[config.mk]
export PLATFORM = sky130hd
export DESIGN_NAME = btn_event
export DESIGN_NICKNAME = d
export VERILOG_FILES = /design/src/rtl/btn_event.sv
export SDC_FILE = /design/constraint.sdc
export NUM_CORES = 1
export LEC_CHECK = 0
export ABC_AREA = 1
export CORE_ASPECT_RATIO = 0.6
export CORE_MARGIN = 5
export CORE_UTILIZATION = 30
export CTS_CLUSTER_SIZE = 25
export DETAILED_ROUTE_END_ITERATION = 7
export MAX_ROUTING_LAYER = met4
export PLACE_DENSITY = 0.52
export SLEW_MARGIN = 15
export SYNTH_ARGS = -nofsm -noshare
export SYNTH_HDL_FRONTEND = slang
export SYNTH_SLANG_ARGS = --single-unit
export TNS_END_PERCENT = 10
[constraint.sdc]
create_clock -name clk -period 3.9 [get_ports clk]
set_input_delay 0.585 -clock clk [delete_from_list [all_inputs] [get_ports clk]]
set_output_delay 0.585 -clock clk [all_outputs]
set_load 0.1 [all_outputs]
[src/rtl/btn_event.sv]
// Per-channel button event generator: press, release, click, long-press, auto-repeat.
// Latency: every output is registered and changes one cycle after the sampling edge.
// Backpressure: none; events are single-cycle pulses that the consumer must take when they occur.
//
// Ports:
//   clk           rising-edge clock for all state
//   rst           synchronous active-high reset; beats btn_in
//   btn_in        debounced button levels, 1 = pressed
//   press_pulse   one cycle on press
//   release_pulse one cycle on release
//   click_pulse   one cycle on release before the long-press threshold
//   long_pulse    one cycle when the long-press threshold is reached
//   repeat_pulse  one cycle every REPEAT_CNT cycles after long_pulse while held
//   held          level; 1 while the channel is PRESSED or HELD
module btn_event #(
  parameter int BTN_WIDTH  = 5,
  parameter int CNT_WIDTH  = 16,
  parameter int LONG_CNT   = 6000,
  parameter int REPEAT_CNT = 1500
) (
  input  logic                 clk,
  input  logic                 rst,
  input  logic [BTN_WIDTH-1:0] btn_in,
  output logic [BTN_WIDTH-1:0] press_pulse,
  output logic [BTN_WIDTH-1:0] release_pulse,
  output logic [BTN_WIDTH-1:0] click_pulse,
  output logic [BTN_WIDTH-1:0] long_pulse,
  output logic [BTN_WIDTH-1:0] repeat_pulse,
  output logic [BTN_WIDTH-1:0] held
);

  localparam logic [1:0] S_IDLE    = 2'd0;
  localparam logic [1:0] S_PRESSED = 2'd1;
  localparam logic [1:0] S_HELD    = 2'd2;

  // Compare against N-1 because the counter is cleared on the press/threshold
  // edge itself, so N edges later it reads N-1.
  localparam logic [CNT_WIDTH-1:0] LONG_LAST   = CNT_WIDTH'(LONG_CNT - 1);
  localparam logic [CNT_WIDTH-1:0] REPEAT_LAST = CNT_WIDTH'(REPEAT_CNT - 1);

  logic [1:0]           state [BTN_WIDTH];
  logic [CNT_WIDTH-1:0] cnt   [BTN_WIDTH];

  always_ff @(posedge clk) begin
    if (rst) begin
      for (int i = 0; i < BTN_WIDTH; i++) begin
        state[i] <= S_IDLE;
        cnt[i]   <= '0;
      end
      press_pulse   <= '0;
      release_pulse <= '0;
      click_pulse   <= '0;
      long_pulse    <= '0;
      repeat_pulse  <= '0;
      held          <= '0;
    end else begin
      for (int i = 0; i < BTN_WIDTH; i++) begin
        // Pulses default low every cycle; branches below raise them for one cycle.
        press_pulse[i]   <= 1'b0;
        release_pulse[i] <= 1'b0;
        click_pulse[i]   <= 1'b0;
        long_pulse[i]    <= 1'b0;
        repeat_pulse[i]  <= 1'b0;

        case (state[i])
          S_IDLE: begin
            cnt[i] <= '0;
            if (btn_in[i]) begin
              state[i]       <= S_PRESSED;
              press_pulse[i] <= 1'b1;
              held[i]        <= 1'b1;
            end else begin
              held[i] <= 1'b0;
            end
          end

          S_PRESSED: begin
            // Release is tested first so a release on the threshold edge wins.
            if (!btn_in[i]) begin
              state[i]         <= S_IDLE;
              cnt[i]           <= '0;
              release_pulse[i] <= 1'b1;
              click_pulse[i]   <= 1'b1;
              held[i]          <= 1'b0;
            end else if (cnt[i] == LONG_LAST) begin
              state[i]      <= S_HELD;
              cnt[i]        <= '0;
              long_pulse[i] <= 1'b1;
              held[i]       <= 1'b1;
            end else begin
              cnt[i]  <= cnt[i] + 1'b1;
              held[i] <= 1'b1;
            end
          end

          S_HELD: begin
            if (!btn_in[i]) begin
              state[i]         <= S_IDLE;
              cnt[i]           <= '0;
              release_pulse[i] <= 1'b1;
              held[i]          <= 1'b0;
            end else if (cnt[i] == REPEAT_LAST) begin
              cnt[i]          <= '0;
              repeat_pulse[i] <= 1'b1;
              held[i]         <= 1'b1;
            end else begin
              cnt[i]  <= cnt[i] + 1'b1;
              held[i] <= 1'b1;
            end
          end

          default: begin
            // Unreachable encoding: recover quietly to IDLE.
            state[i] <= S_IDLE;
            cnt[i]   <= '0;
            held[i]  <= 1'b0;
          end
        endcase
      end
    end
  end

endmodule

==> run_results.csv <==
group,metric,value,unit
floorplanning,rows,42,
worst_setup_path,worstPathMaxFanout,16,
route,drt_drc_violations_left,0,
synthesis,yosysSeqAreaShare,0.486,
cts,clock-sinks,120,
worst_setup_path,arrival,2.58,ns
pwr,p_seq_frac,0.455,
floorplanning,die_y,126,um
cts,ctsResizeCount,0,
synthesis,synth_fp_nets,834,
synthesis,yosys_warnings,0,
global_route,grt_pass1_wl,25.2,mm
place,io_buffers,36,
floorplanning,core,22100,um^2
layout,fin_util,0.360,
worst_setup_path,worstSetupPathType,"in2reg",
pwr,internal_power,2.76,mW
pwr,power.total,4.25,mW
floorplanning,start_util,0.306,
route,routed_wl,15.0,mm
timing,fin_crit_sh,0.697,
layout,area_growth_syn_to_layout,17.4,%
global_route,antenna_found_initial,0,
timing,fin_crit,2.72,ns
cts,cts_setup_buffers,0,
layout,layout.nets,882,
worst_setup_path,worstSetupStartpointType,"primary input",
timing,holdWs,0.565,ns
pwr,p_switching,1.49,mW
timing,slew_viol_final,0,
run,cap_violations,0,
synthesis,avgSynthCellArea,8.45,um^2
floorplanning,io_pins,37,
cts,hold_buffers,0,
global_route,grt_max_degree,35,
global_route,grt.total_usage,0.123,
cts,clkLatencyLatePin,0.41,ns
timing,worstMarginPinSlew,1.01,ns
route,wl_met3,830,um
floorplanning,floorplan.die_area,25800,um^2
floorplanning,die_x,204,um
synthesis,syn_inst,802,
synthesis,synthTopCellsByArea,"edfxtp_1 (39%), nor2_1 (10%), dfxtp_1 (9.2%), nand2_1 (7.3%), inv_1 (6.1%)",
place,dp_hpwl,11.1,mm
timing,finalSetupViolCount,0,
layout,antenna_cells,0,
route,top_layer_used,"met4",
synthesis,yosys.area.top_type_share,0.394,
cts,cts_root_buffer,"clkbuf_16",
pwr,clkPwrFrac,0.322,
synthesis,yosysTopAreaCell,"edfxtp_1",
pwr,p_leak,3.17,nW
worst_hold_path,hp-class,"reg2reg",
route,post_drt_wl_per_cell,12.8,um
pwr,ir_drop,0.278,mV
route,dr.pass1.iters,5,
synthesis,ys_seq_elements,120,
cts,tritoncts,"done",
timing,slew_headroom,0.326,
timing,worst_slack,1.18,ns
worst_setup_path,crit_top_cell,"nand2_1",
timing,rsz0062_at_grt,"no",
layout,drive_gt1_frac,0.0695,
pwr,powerDensity,534,nW/um^2
cts,clkTransAtPathRegs,0.05,ns
synthesis,ys_types,33,
route,detail-route-antenna-nets,0,
timing,finalClockSkew,0.0157,ns
pwr,p_sw_frac,0.351,
status,outcome,"complete, no violations",
pwr,combPwrFrac,0.223,
route,wl_met2,5.68,mm
cts,numCtsBuffers,17,
timing,tns,0,ns
worst_setup_path,slowest_stage,"nand4_1",
worst_setup_path,path_cells,"clkdlybuf4s50_1 > buf_4 > nor2_1 > nand2_1 > nand2_1 > a211oi_1 > nand4_1",
route,drtIter0Drc,400,
timing,hold_viol,0,
route,via_count,5210,
synthesis,netlist_area,6780,um^2
route,via_per_inst,4.45,
global_route,overflow,0,
worst_setup_path,end_kind,"flop",
global_route,grt_pass1_vias,4900,
place,place_congestion,0.876,
worst_setup_path,cpPeakStageDelay,0.77,ns
place,pre_cts_slack,0.699,ns
timing,fmax,368,MHz
cts,cts_max_path_buffers,2,
cts,cts-htree-levels,4,
route,wl_met1,8.27,mm
worst_setup_path,required,3.76,ns
==> kinds of logic (layout without fill, tap and decap cells) <==
logic type / Yosys count / in the layout / synth area share
buf+inv: 125 / 186 / 0.0781
compound gates: 22 / 22 / 0.0181
flops: 120 / 120 / 0.486
fa+ha+maj: 25 / 25 / 0.0461
xor+xnor: 56 / 56 / 0.0723
simple gates: 454 / 454 / 0.300
==> power groups by stage <==
stage	sequential [mW]	clock, mW	combinational (mW)
floorplan	2.03	0	0.601
global placement	1.95	0	0.956
detailed placement	1.95	0	0.947
CTS	1.93	1.40	0.953
global route	1.97	1.46	1.07
finish	1.93	1.37	0.947
==> critical path: cells and delay by family <==
kind	cells	cell delay (ns)
AO/OA/AOI/OAI	1	0.19
AND/OR/NAND/NOR	4	0.98
buffers and inverters	2	0.81
==> Yosys cell counts (all sizes together) <==
| library cell | number |
|---|---|
| or2 | 1 |
| nor3 | 27 |
| nand3b | 4 |
| inv | 115 |
| o22ai | 1 |
| a21oi | 4 |
| a211oi | 2 |
| xor2 | 47 |
| nor2 | 190 |
| dfxtp | 31 |
| buf | 10 |
| edfxtp | 89 |
| o21ai | 13 |
| nor4 | 13 |
| nand4 | 20 |
| o2111ai | 1 |
| o31ai | 1 |
| nand2 | 137 |
| ha | 25 |
| xnor2 | 9 |
| nand3 | 62 |
==> path summary, 6_finish.rpt <==
kind / end / from / slack, ns / cells after the start
min reg2reg: state[4][0] / state[4][0] / 0.56 / 2
max: cnt[0][4] / rst / 1.18 / 7
min: state[4][0] / state[4][0] / 0.56 / 2
max reg2reg: cnt[0][4] / cnt[0][0] / 1.33 / 6
==> layout by cell type, fill, tap and decap left out, types with 4 or more instances in the layout <==
| master | synthesis | layout |
|---|---|---|
| dfxtp_1 | 31 | 31 |
| nor3_1 | 24 | 24 |
| clkinv_2 | 0 | 6 |
| xor2_1 | 47 | 47 |
| edfxtp_1 | 89 | 89 |
| inv_1 | 111 | 111 |
| nand3_2 | 6 | 6 |
| xnor2_1 | 9 | 9 |
| nor4_1 | 11 | 11 |
| nor2_2 | 9 | 9 |
| a21oi_1 | 4 | 4 |
| clkdlybuf4s50_1 | 0 | 36 |
| nand3_1 | 56 | 56 |
| ha_1 | 25 | 25 |
| nor2_1 | 181 | 181 |
| nand4_1 | 20 | 20 |
| clkbuf_16 | 0 | 17 |
| nand2_1 | 131 | 131 |
| nand2_2 | 6 | 6 |
| o21ai_0 | 12 | 12 |
| clkbuf_1 | 0 | 4 |
==> stage by stage <==
| stage | instances | instance area [um^2] |
|---|---|---|
| after floorplan | 802 | 6780 |
| after global routing | 1171 | 7960 |
| after CTS | 1171 | 7960 |
| final | 1171 | 7960 |
| after detailed placement | 1139 | 7460 |
| after global placement | 1139 | 7460 |
==> area by class of cell <==
cell class | instances | area [um^2]
inverters | 115 | 439
repair buffers | 39 | 383
multi-input cells | 557 | 2960
flip-flops and latches | 120 | 3290
clock inverters | 11 | 60.1
clock buffers | 21 | 440
well taps | 308 | 385
fillers | 2264 | 14200
==> flip-flops by register name, summed over array words and instances, names as in the netlist <==
signal / flops
repeat_pulse: 5
cnt: 80
held: 5
state: 10
press_pulse: 5
release_pulse: 5
long_pulse: 5
click_pulse: 5
==> metal layers <==
| layer | vias to the layer above | GRT usage |
|---|---|---|
| met4 | 0 | 0.0425 |
| met2 | 133 | 0.160 |
| met1 | 2365 | 0.187 |
| met5 | - | - |
| met3 | 15 | 0.0247 |
| li1 | 2697 | - |
Note: power is estimated with default switching activity, not from simulation.
